## src/rtl/wrq_pkg.sv

```systemverilog
// Types and helpers shared by the write and read request queues of the multi-app bridge.
package wrq_pkg;

   typedef enum logic [1:0] {
      ST_IDLE  = 2'd0,
      ST_CHECK = 2'd1,
      ST_BUSY  = 2'd2
   } rq_state_t;

   function automatic int depth_of(input int add_width);
      return 2 ** add_width;
   endfunction

   function automatic bit app_id_width_ok(input int total_apps, input int id_width);
      return (2 ** id_width) >= total_apps;
   endfunction

   localparam int DEFAULT_FIFO_ADD_WIDTH = 4;
   localparam int DEPTH                  = depth_of(DEFAULT_FIFO_ADD_WIDTH);

endpackage

```

## src/rtl/wrq_fifo.sv

```systemverilog
// Circular buffer of pending app ids; head is read combinationally from the read pointer.
module wrq_fifo
   import wrq_pkg::*;
#(
   parameter int WIDTH     = 3,
   parameter int ADD_WIDTH = DEFAULT_FIFO_ADD_WIDTH
) (
   input  logic                 clk,
   input  logic                 rst,
   input  logic                 i_push,
   input  logic [WIDTH-1:0]     i_data,
   input  logic                 i_pop,
   output logic [WIDTH-1:0]     o_head,
   output logic [ADD_WIDTH:0]   o_count,
   output logic                 o_full
);

   localparam int                 DEPTH_L    = depth_of(ADD_WIDTH);
   localparam logic [ADD_WIDTH:0] FULL_COUNT = (ADD_WIDTH + 1)'(DEPTH_L);
   localparam logic [ADD_WIDTH:0] ONE        = (ADD_WIDTH + 1)'(1);

   logic [WIDTH-1:0]     r_mem [DEPTH_L];
   logic [ADD_WIDTH-1:0] r_wr_ptr;
   logic [ADD_WIDTH-1:0] r_rd_ptr;
   logic [ADD_WIDTH:0]   r_count;
   logic                 w_push;
   logic                 w_pop;

   assign o_full  = (r_count == FULL_COUNT);
   assign o_count = r_count;
   assign o_head  = r_mem[r_rd_ptr];
   assign w_push  = i_push & ~o_full;
   assign w_pop   = i_pop & (r_count != '0);

   // NOTE: storage is not reset; an entry is only read after it has been written, so flushing the pointers is enough.
   always_ff @(posedge clk) begin
      if (w_push) begin
         r_mem[r_wr_ptr] <= i_data;
      end
   end

   always_ff @(posedge clk or posedge rst) begin
      if (rst) begin
         r_wr_ptr <= '0;
         r_rd_ptr <= '0;
         r_count  <= '0;
      end else begin
         if (w_push) r_wr_ptr <= r_wr_ptr + 1'b1;
         if (w_pop)  r_rd_ptr <= r_rd_ptr + 1'b1;
         case ({w_push, w_pop})
            2'b10:   r_count <= r_count + ONE;
            2'b01:   r_count <= r_count - ONE;
            default: r_count <= r_count;
         endcase
      end
   end

endmodule

```

## src/rtl/wrq.sv

```systemverilog
// Write request queue: buffers per-app write requests and issues them in order to the shared write engine.
module wrq
   import wrq_pkg::*;
#(
   parameter int TOTAL_APPS     = 8,
   parameter int APP_ID_WIDTH   = 3,
   parameter int FIFO_ADD_WIDTH = DEFAULT_FIFO_ADD_WIDTH
) (
   input  logic                      clk,
   input  logic                      rst,
   input  logic                      write_req,
   input  logic [APP_ID_WIDTH-1:0]   req_app_id,
   output logic                      req_ready,
   input  logic [TOTAL_APPS-1:0]     data_queue_full,
   input  logic                      write_done,
   output logic                      write_queue,
   output logic [APP_ID_WIDTH-1:0]   app_id,
   output logic [FIFO_ADD_WIDTH:0]   occupants,
   output logic                      bad_id
);

   if (!app_id_width_ok(TOTAL_APPS, APP_ID_WIDTH)) begin : g_bad_cfg
      $error("wrq: APP_ID_WIDTH too narrow for TOTAL_APPS");
   end

   rq_state_t                 r_state;
   logic [APP_ID_WIDTH-1:0]   r_app_id;
   logic                      r_write_queue;
   logic                      r_bad_id;

   logic                      w_id_valid;
   logic                      w_push;
   logic                      w_pop;
   logic                      w_full;
   logic [APP_ID_WIDTH-1:0]   w_head;
   logic [FIFO_ADD_WIDTH:0]   w_count;

   assign w_id_valid = (32'(req_app_id) < TOTAL_APPS);
   assign w_push     = write_req & req_ready & w_id_valid;
   // Head-of-line blocking is deliberate: only the head may issue, which preserves per-packet order.
   assign w_pop      = (r_state == ST_CHECK) & ~data_queue_full[r_app_id];

   wrq_fifo #(
      .WIDTH     (APP_ID_WIDTH),
      .ADD_WIDTH (FIFO_ADD_WIDTH)
   ) u_fifo (
      .clk     (clk),
      .rst     (rst),
      .i_push  (w_push),
      .i_data  (req_app_id),
      .i_pop   (w_pop),
      .o_head  (w_head),
      .o_count (w_count),
      .o_full  (w_full)
   );

   always_ff @(posedge clk or posedge rst) begin
      if (rst) begin
         r_state       <= ST_IDLE;
         r_app_id      <= '0;
         r_write_queue <= 1'b0;
         r_bad_id      <= 1'b0;
      end else begin
         r_write_queue <= 1'b0;
         if (write_req && req_ready && !w_id_valid) begin
            r_bad_id <= 1'b1;
         end
         case (r_state)
            ST_IDLE: begin
               if (w_count != '0) begin
                  r_app_id <= w_head;
                  r_state  <= ST_CHECK;
               end
            end
            ST_CHECK: begin
               if (w_pop) begin
                  r_write_queue <= 1'b1;
                  r_state       <= ST_BUSY;
               end
            end
            ST_BUSY: begin
               if (write_done) begin
                  r_state <= ST_IDLE;
               end
            end
            default: r_state <= ST_IDLE;
         endcase
      end
   end

   assign req_ready   = ~w_full;
   assign occupants   = w_count;
   assign write_queue = r_write_queue;
   assign app_id      = r_app_id;
   assign bad_id      = r_bad_id;

endmodule
```

## config.mk

```make
export PLATFORM = sky130hd
export DESIGN_NAME = wrq
export DESIGN_NICKNAME = d
export VERILOG_FILES = /design/src/rtl/wrq_pkg.sv /design/src/rtl/wrq_fifo.sv /design/src/rtl/wrq.sv
export SDC_FILE = /design/constraint.sdc
export NUM_CORES = 1
export LEC_CHECK = 0
export CAP_MARGIN = 20
export CORE_ASPECT_RATIO = 1.75
export CORE_MARGIN = 4
export CORE_UTILIZATION = 40
export DETAILED_ROUTE_END_ITERATION = 16
export GPL_TIMING_DRIVEN = 0
export PLACE_DENSITY = 0.7
export SLEW_MARGIN = 20
export SYNTH_ARGS = -nofsm -noshare
export SYNTH_HDL_FRONTEND = slang
export SYNTH_SLANG_ARGS = --single-unit
```

## constraint.sdc

```tcl
create_clock -name clk -period 3.2 [get_ports clk]
set_input_delay 0.8 -clock clk [delete_from_list [all_inputs] [get_ports clk]]
set_output_delay 0.8 -clock clk [all_outputs]
set_load 0.05 [all_outputs]
```

==> results.ini, run 1 <==
[drt]
drcViolationCount=0
final_antenna_net_count=0
drtPass1Iterations=4
drt_wl_total_microns=5570
drt-vias-per-instance=5.27
drt-wirelength-per-cell_microns=16.9
num_vias=1733
drt-initial-drc-count=87

[floorplan]
die_w_microns=73.9
die_height_microns=123
io_pins=26
rows=41
fp.dieArea_sq_um=9120
core_sq_um=7340
floorplan.initialDensity=0.415

[min_path]
hold_end=r_state[0]
worst_hold_path_type=reg2reg
whs_path_depth=1
holdCritStartpoint=r_state[1]

[sta]
rsz0062_at_grt=false
max_freq_mhz=324
tightest_slew_ns=0.831
fin_skew_ns=0.00618
setup_tns_ns=0
hold_violations=0
relSlewSlack=0.446
fin_crit_ns=3.09
slew_viol_final=0
setup-violations-final=0
finalCritPeriodShare=0.965

[clock_network]
cts_tree=built
cts-buffers-inserted=9
cts_hold_buf=0
htreeDepth=3
clk_pin_slew_ns=0.06
root_buffer=clkbuf_16
clock_sinks=67
worstSkewPairLatency_ns=0.33
clk_path_buf_depth=2

[setup_path]
crit_path_cell_trace=clkbuf_1 > nor4_1 > nand2_1 > clkdlybuf4s50_1
r2r_start=u_fifo.o_count[2]
r2r-end=u_fifo.o_count[4]
cp_slowest_stage_delay_ns=0.71
end_kind=output pin
crit_start=u_fifo.o_count[2]
crit_path_start_kind=flop
rrSetupSlack_ns=0.25
path_max_fanout=9
worstPathArrival_ns=2.29
r2r_cells=12
path_class=reg2out
required_ns=2.40
critPathSlowestCell=clkdlybuf4s50_1

[synth]
synth-seq-area-share=0.630
synthFlopType=edfxtp_1
synth-seq-cells=67
synth_cells=199
synth_top_area_cell=edfxtp_1
yosys_warnings=0
ys_async_sr_fraction=0.284
synth-edff-count=48
syn_area_per_cell_sq_um=15.3
synth.top_cell.area_share=0.474
syn-cell-area_sq_um=3040
syn_nets=223
synth_cell_types=44
ys_top_cells_by_area=edfxtp_1, dfrtp_1, mux4_2

[finish]
fillers=610
final_util=0.507
fin_nets=262
layout_common_cells=edfxtp_1, dfrtp_1, nor2_1, clkdlybuf4s50_1, mux4_2
final_common_cell=edfxtp_1
antenna_cells=0
drive_above_1_share=0.210
area_delta_synth_final_pct=22.4

[global_routing]
grt_start_max_net_pins=20
antenna_found_initial=0
grt_pass1_vias=1739
grt_pass1_wl_microns=8990
grt_util_all_layers=0.139
overflow=0

[power]
leakagePower_uw=0.00139
vdd_drop_max_v=0.000315
power.density_nw_per_um2=1010

[place]
io_buffers=24
gp_congestion=0.815
hpwl_microns=4030

[job]
maxCapViolations=0

[status]
status=finished clean

-- cells in the mapped netlist, types with 4 or more instances --
cell	n
nand2b_1	4
mux4_2	12
nand2_1	9
inv_1	7
clkbuf_1	4
nor3_1	8
dfrtp_1	19
mux2i_1	6
a21oi_1	6
xnor2_1	6
edfxtp_1	48
o21ai_0	4
nor2_1	18
ha_1	9
xor2_1	5
-- timing repair --
item,in CTS,in global routing
gates resized for setup,14,1
buffers inserted,4,0
endpoints found under the setup margin,2,1
pin swaps,5,0
-- critical path: cells and delay by family (launching register included) --
kind / cells / cell delay [ns]
buffers and inverters: 2 / 0.91
flip-flops: 1 / 0.37
AND/OR/NAND/NOR: 2 / 0.68
-- worst max-delay path by stage --
stage               depth (start not counted)                 to
floorplan                                  11  u_fifo.o_count[4]
global placement                           12  u_fifo.o_count[4]
detailed placement                         12  u_fifo.o_count[4]
CTS                                        11  u_fifo.o_count[4]
global route                               12  u_fifo.o_count[4]
finish                                      4          req_ready
-- power breakdown --
part           switching [uW]  leakage [uW]  total, uW  internal (uW)
clock network             368      0.000144        976            607
registers                 147      0.000660       1270           1120
logic                     838      0.000587       1520            685
total                    1350       0.00139       3770           2420
-- layer usage --
layer | GRT usage | wire length (microns) | up-vias
met3 | 0.0366 | 194 | 12
met2 | 0.247 | 3200 | 32
met1 | 0.143 | 2000 | 865
met4 | 0.0760 | 176 | 0
li1 | - | - | 824
met5 | 0 | 0 | -
-- layout make-up --
| class | instances | area (sq um) | area share |
|---|---|---|---|
| Sequential cell | 67 | 1920 | 0.515 |
| Timing Repair Buffer | 28 | 260 | 0.0699 |
| Clock inverter | 7 | 76.3 | 0.0205 |
| Buffer | 10 | 61.3 | 0.0165 |
| Inverter | 7 | 26.3 | 0.00706 |
| Multi-Input combinational cell | 115 | 1050 | 0.282 |
| Clock buffer | 9 | 225 | 0.0605 |
| Tap cell | 86 | 108 | 0.0289 |
-- registers in the layout (all words and copies together) (netlist names) --
name and flops:
u_fifo.r_wr_ptr 4, u_fifo.r_mem 48, r_state 2, write_queue 1, app_id 3, u_fifo.o_count 5
u_fifo.r_rd_ptr 4
-- through the flow --
stage	total power, uW	instance area [sq um]	hold WS (ns)	cells	setup slack (ns)
after floorplan	2390	3040	0.442	199	0.0488
after global placement	2750	3390	0.467	309	-0.533
after detailed placement	2770	3390	0.479	309	-0.585
after CTS	3810	3720	0.488	329	0.0981
after global routing	3990	3720	0.511	329	0.0192
final	3770	3720	0.485	329	0.111
-- cells by family (layout without fill, tap and decap cells) --
kind of cell | count (synthesis) | in the layout | share of synthesized area
DFF | 67 | 67 | 0.630
AOI/OAI and AO/OA | 21 | 21 | 0.0461
muxes | 23 | 23 | 0.139
and+or+nand+nor | 50 | 50 | 0.0889
adders and majority gates | 9 | 9 | 0.0370
xor gates and xnor gates | 11 | 11 | 0.0317
other | 1 | 1 | 0.00123
buffers and inverters | 17 | 61 | 0.0255
(Power assumes the default switching activity.)
==> run 2, diff against run 1 <==
- RECOVER_POWER: not set -> 25
==> run 2 against run 1 <==
Routed wire length unchanged. Utilization stayed put. Flip-flop and latch count is the same. First-iteration DRC count unchanged. Worst setup slack unchanged. Register-to-register slack hardly changed. Die area stayed put. Worst hold slack is the same. Critical path type unchanged. Largest cell class unchanged. Highest routed layer unchanged.
==> results.ini, run 2 (same netlist as run 1, synthesis figures left out) <==
[global_routing]
grt_util_all_layers=0.139  ; unchanged
busiest_layer=met2  ; unchanged
antenna_found_initial=0  ; unchanged
grt_use_met3=0.0366  ; unchanged
grt_pass1_vias=1739  ; unchanged
grt_util_met2=0.247  ; unchanged
grt_pass1_wl_microns=8990  ; unchanged
gr-usage-met1=0.143  ; unchanged
grt_start_max_net_pins=20  ; unchanged
overflow=0  ; unchanged

[drt]
drt_wl_total_microns=5570  ; unchanged
drt-vias-per-instance=5.27  ; unchanged
drcViolationCount=0  ; unchanged
drtPass1Iterations=4  ; unchanged
drt-wirelength-per-cell_microns=16.9  ; unchanged
final_antenna_net_count=0  ; unchanged
drt-initial-drc-count=87  ; unchanged
num_vias=1733  ; unchanged

[finish]
antenna_cells=0  ; unchanged
largest_register_ffs=48  ; unchanged
drive_above_1_share=0.210  ; unchanged
final_common_cell=edfxtp_1  ; unchanged
layout_common_cells=edfxtp_1, dfrtp_1, nor2_1, mux4_2, clkdlybuf4s50_1  ; was edfxtp_1, dfrtp_1, nor2_1, clkdlybuf4s50_1, mux4_2
final-seq-area_sq_um=1920  ; unchanged
final_util=0.507  ; unchanged
fillers=610  ; unchanged
fin_nets=262  ; unchanged
area_delta_synth_final_pct=22.4  ; unchanged
instances_no_fill=329  ; unchanged
top_register=u_fifo.r_mem  ; unchanged
multiInputGateArea_sq_um=1050  ; unchanged

[floorplan]
rows=41  ; unchanged
io_pins=26  ; unchanged
floorplan.initialDensity=0.415  ; unchanged
core_sq_um=7340  ; unchanged
fp.dieArea_sq_um=9120  ; unchanged
die_w_microns=73.9  ; unchanged
die_height_microns=123  ; unchanged

[min_path]
holdCritStartpoint=r_state[1]  ; unchanged
worst_hold_path_type=reg2reg  ; unchanged
hold_end=r_state[0]  ; unchanged
whs_path_depth=1  ; unchanged

[power]
vdd_drop_max_v=0.000315  ; about the same
seqPwrFrac=0.337  ; about the same
power.density_nw_per_um2=1010  ; about the same
combinationalPowerShare=0.404  ; about the same
leakagePower_uw=0.00139  ; about the same
switching_share=0.359  ; about the same
clkPwrFrac=0.259  ; about the same
switchingPower_uw=1350  ; unchanged
p_int_uw=2420  ; about the same

[sta]
relSlewSlack=0.445  ; was 0.446
fin_skew_ns=0.00618  ; unchanged
finalCritPeriodShare=0.965  ; unchanged
hold_violations=0  ; unchanged
tightest_slew_ns=0.831  ; about the same
fin_crit_ns=3.09  ; unchanged
slew_viol_final=0  ; unchanged
max_freq_mhz=324  ; unchanged
setup-violations-final=0  ; unchanged
setup_tns_ns=0  ; unchanged
hold_ws_ns=0.485  ; unchanged
rsz0062_at_grt=false  ; unchanged

[setup_path]
worstPathArrival_ns=2.29  ; about the same
crit_path_cell_trace=clkbuf_1 > nor4_1 > nand2_1 > clkdlybuf4s50_1  ; unchanged
critPathSlowestCell=clkdlybuf4s50_1  ; unchanged
crit_path_start_kind=flop  ; unchanged
cp_slowest_stage_delay_ns=0.71  ; about the same
critPathBufInv=2  ; unchanged
crit_family=buffers and inverters  ; unchanged
required_ns=2.40  ; about the same
path_class=reg2out  ; unchanged
path_max_fanout=9  ; unchanged
rrSetupSlack_ns=0.25  ; about the same
r2r-end=u_fifo.o_count[4]  ; unchanged
r2r_start=u_fifo.o_count[2]  ; unchanged
end_kind=output pin  ; unchanged
r2r_cells=12  ; unchanged

[clock_network]
cts_tree=built  ; unchanged
cts_hold_buf=0  ; unchanged
worstSkewPairLatency_ns=0.33  ; about the same
clk_path_buf_depth=2  ; unchanged
htreeDepth=3  ; unchanged
root_buffer=clkbuf_16  ; unchanged
cts-buffers-inserted=9  ; unchanged
clk_pin_slew_ns=0.06  ; about the same
clock_sinks=67  ; unchanged

[status]
status=finished clean  ; unchanged

[job]
maxCapViolations=0  ; unchanged

[place]
io_buffers=24  ; unchanged
placed_cells=309  ; unchanged
hpwl_microns=4030  ; unchanged
gp_congestion=0.815  ; unchanged

-- run 2: power groups by stage --
| stage | clock, uW | combinational, uW | sequential (uW) |
|---|---|---|---|
| 6_report | 976 | 1520 | 1270 |
| 5_1_grt | 1030 | 1660 | 1290 |
| 4_1_cts | 997 | 1540 | 1270 |
| 3_5_place_dp | 0 | 1480 | 1280 |
| 3_3_place_gp | 0 | 1470 | 1280 |
| 2_1_floorplan | 0 | 951 | 1430 |
-- run 2: final cells by class --
| cell class | instances | area share |
|---|---|---|
| Buffer | 10 | 0.0165 |
| Clock buffer | 9 | 0.0605 |
| Clock inverter | 7 | 0.0205 |
| Multi-Input combinational cell | 115 | 0.282 |
| Tap cell | 86 | 0.0289 |
| Inverter | 7 | 0.00706 |
| Timing Repair Buffer | 28 | 0.0699 |
| Sequential cell | 67 | 0.515 |
-- run 2: how the worst max path moves through the flow --
stage | cells past startpoint | slack (ns) | start | endpoint
6_report | 4 | 0.11 | u_fifo.o_count[2] | req_ready
5_1_grt | 12 | 0.02 | data_queue_full[4] | u_fifo.o_count[4]
2_1_floorplan | 11 | 0.05 | data_queue_full[1] | u_fifo.o_count[4]
4_1_cts | 11 | 0.1 | write_req | u_fifo.o_count[4]
3_3_place_gp | 12 | -0.53 | data_queue_full[1] | u_fifo.o_count[4]
3_5_place_dp | 12 | -0.59 | data_queue_full[1] | u_fifo.o_count[4]
-- run 2: worst register-to-register path: stages (launching register included) --
cell and delay (ns):
dfrtp_1 0.37, clkbuf_1 0.20, or4_4 0.54, nor2_1 0.34
nor3_4 0.09, ha_2 0.19, clkbuf_8 0.13, xor2_1 0.14
ha_2 0.19, o211a_1 0.21, o31ai_1 0.22, a31oi_1 0.08
xnor2_1 0.13
-- run 2: repair_timing --
item,4_1_cts,5_1_grt
resized for setup,14,1
endpoints found under the hold margin,0,0
gates cloned,0,0
pin swaps,5,0
buffers inserted,4,0
endpoints found under the setup margin,2,1
-- run 2: routing by layer --
| layer | share of wire | wire length, microns |
|---|---|---|
| met2 | 0.57 | 3200 |
| met1 | 0.36 | 2000 |
| met4 | 0.032 | 176 |
| met3 | 0.035 | 194 |
| met5 | 0 | 0 |
-- run 2: stage by stage --
step           power, uW  setup WS (ns)  cell area (sq um)
2_1_floorplan       2390         0.0488               3040
3_3_place_gp        2750         -0.533               3390
3_5_place_dp        2770         -0.585               3390
4_1_cts             3810         0.0981               3720
5_1_grt             3990         0.0192               3720
6_report            3770          0.111               3720
==> run 3, diff against run 2 <==
- CAP_MARGIN: 20 -> 10
- PLACE_DENSITY: 0.7 -> 0.67
- SETUP_SLACK_MARGIN: not set -> 0.05
==> run 3 against run 2 <==
Fmax grew 2.2%. Non-clock buffer count grew 1. Cell count grew 0.30%. Power grew 0.25%. Via count grew 0.92%. Combinational power is essentially flat. Routed wire length grew 8.8%. Final area grew 0.30%. Register-to-register slack gained 0.06 ns. Critical path type is now in2reg. Largest cell class unchanged. Largest power group unchanged.
==> results.ini, run 3 (same netlist as run 1, synthesis figures left out) <==
[clock_network]
root_buffer=clkbuf_16  ; unchanged
cts-buffers-inserted=9  ; unchanged
cts_tree=built  ; unchanged
clk_path_buf_depth=2  ; unchanged
clk_pin_slew_ns=0.05  ; was 0.06 ns
clock_sinks=67  ; unchanged
htreeDepth=3  ; unchanged
worstSkewPairLatency_ns=0.32  ; was 0.33 ns

[drt]
drtPass1Iterations=4  ; unchanged
drcViolationCount=0  ; unchanged
num_vias=1749  ; was 1733
drt-initial-drc-count=90  ; was 87
drt_wl_total_microns=6070  ; was 5570 microns
drt-wirelength-per-cell_microns=18.4  ; was 16.9 microns
final_antenna_net_count=0  ; unchanged
drt-vias-per-instance=5.30  ; was 5.27

[global_routing]
grt_start_max_net_pins=20  ; unchanged
antenna_found_initial=0  ; unchanged
grt_pass1_wl_microns=9690  ; was 8990 microns
grt_util_all_layers=0.151  ; was 0.139
grt_pass1_vias=1864  ; was 1739
overflow=0  ; unchanged

[sta]
hold_ws_ns=0.476  ; was 0.485 ns
fin_crit_ns=3.02  ; was 3.09 ns
max_freq_mhz=331  ; was 324 MHz
fin_skew_ns=0.00550  ; was 0.00618 ns
setup-violations-final=0  ; unchanged
finalCritPeriodShare=0.944  ; was 0.965
setup_tns_ns=0  ; unchanged
relSlewSlack=0.458  ; was 0.445
rsz0062_at_grt=false  ; unchanged
hold_violations=0  ; unchanged
slew_viol_final=0  ; unchanged
tightest_slew_ns=0.812  ; was 0.831 ns

[finish]
antenna_cells=0  ; unchanged
top_register=u_fifo.r_mem  ; unchanged
fillers=637  ; was 610
final_common_cell=edfxtp_1  ; unchanged
fin_nets=263  ; was 262
final_cell_area_sq_um=3730  ; was 3720 sq um
area_delta_synth_final_pct=22.7  ; was 22.4%
layout_common_cells=edfxtp_1, dfrtp_1, nor2_1, mux4_2, clkdlybuf4s50_1  ; unchanged
largest_register_ffs=48  ; unchanged
instances_no_fill=330  ; was 329
drive_above_1_share=0.217  ; was 0.210

[place]
hpwl_microns=4290  ; was 4030 microns
io_buffers=24  ; unchanged
dpl_cell_area_sq_um=3390  ; about the same
placed_cells=309  ; unchanged
gp_congestion=0.817  ; was 0.815

[floorplan]
core_sq_um=7340  ; unchanged
fp.dieArea_sq_um=9120  ; unchanged
floorplan.initialDensity=0.415  ; unchanged
die_height_microns=123  ; unchanged
rows=41  ; unchanged
die_w_microns=73.9  ; unchanged
io_pins=26  ; unchanged

[setup_path]
end_kind=flop  ; was output pin
path_max_fanout=3  ; was 9
path_class=in2reg  ; was reg2out
worstPathArrival_ns=3.22  ; was 2.29 ns
required_ns=3.40  ; was 2.40 ns
r2r_cells=12  ; unchanged
crit_path_start_kind=input port  ; was flop

[status]
status=finished clean  ; unchanged

[power]
vdd_drop_max_v=0.000319  ; was 0.000315 V
leakagePower_uw=0.00139  ; about the same
power.density_nw_per_um2=1010  ; about the same

[job]
maxCapViolations=0  ; unchanged

[min_path]
worst_hold_path_type=reg2reg  ; unchanged
whs_path_depth=1  ; unchanged

==> run 3: changes by cell type in the layout (fill, tap and decap cells not counted), moves of 2 or more <==
cell,before,now
clkdlybuf4s50_1,14,12
clkinv_4,2,0
dlygate4sd3_1,2,4
inv_6,2,0
==> run 3: layout make-up <==
cell class / count / area [sq um] / area share
inverter: 7 / 26.3 / 0.00704
multi-input combinational: 115 / 1060 / 0.283
sequential: 67 / 1920 / 0.513
buffer: 10 / 61.3 / 0.0164
clock inverter: 5 / 53.8 / 0.0144
timing repair buffer: 29 / 268 / 0.0717
clock buffer: 11 / 243 / 0.0650
tap: 86 / 108 / 0.0288
==> run 3: worst paths after layout <==
check	start	end	slack, ns
max	data_queue_full[5]	u_fifo.o_count[4]	0.18
min	r_state[1]	r_state[0]	0.48
max reg2reg	u_fifo.o_count[2]	u_fifo.o_count[4]	0.31
min reg2reg	r_state[1]	r_state[0]	0.48
max in group asynchronous	rst	app_id[2]	1.62
min in group asynchronous	rst	u_fifo.o_count[0]	1.08
==> run 3: what timing repair did <==
item	4_1_cts	5_1_grt
hold buffers	0	0
gates resized for setup	14	3
buffers inserted	5	0
setup endpoints to repair	4	3
pin swaps	5	1
==> run 3: critical path: stages <==
cell           delay [ns]
dlygate4sd2_1        0.23
mux4_2               0.46
mux2_4               0.31
nor3_4               0.17
ha_2                 0.23
clkbuf_8             0.13
xor2_1               0.06
ha_2                 0.20
o211a_1              0.20
o31ai_1              0.21
a31oi_1              0.09
xnor2_1              0.14
==> run 3: stage by stage <==
step	util	power, uW	worst slack, ns
2_1_floorplan	-	2390	0.0710
3_3_place_gp	0.463	2760	-0.544
3_5_place_dp	0.463	2780	-0.570
4_1_cts	0.508	3820	0.0998
5_1_grt	0.509	4010	0.110
6_report	0.509	3780	0.178
==> run 3: report_power, final <==
| part | internal, uW | switching (uW) |
|---|---|---|
| registers | 1120 | 148 |
| logic | 690 | 863 |
| clock network | 619 | 334 |
==> run 3: routing by layer <==
metal  GRT usage  share of wire  vias to the layer above
met5           0              0                        -
met4      0.0884          0.035                        0
met3      0.0358          0.039                       13
met2       0.288           0.59                       44
met1       0.137           0.33                      866
li1            -              -                      826
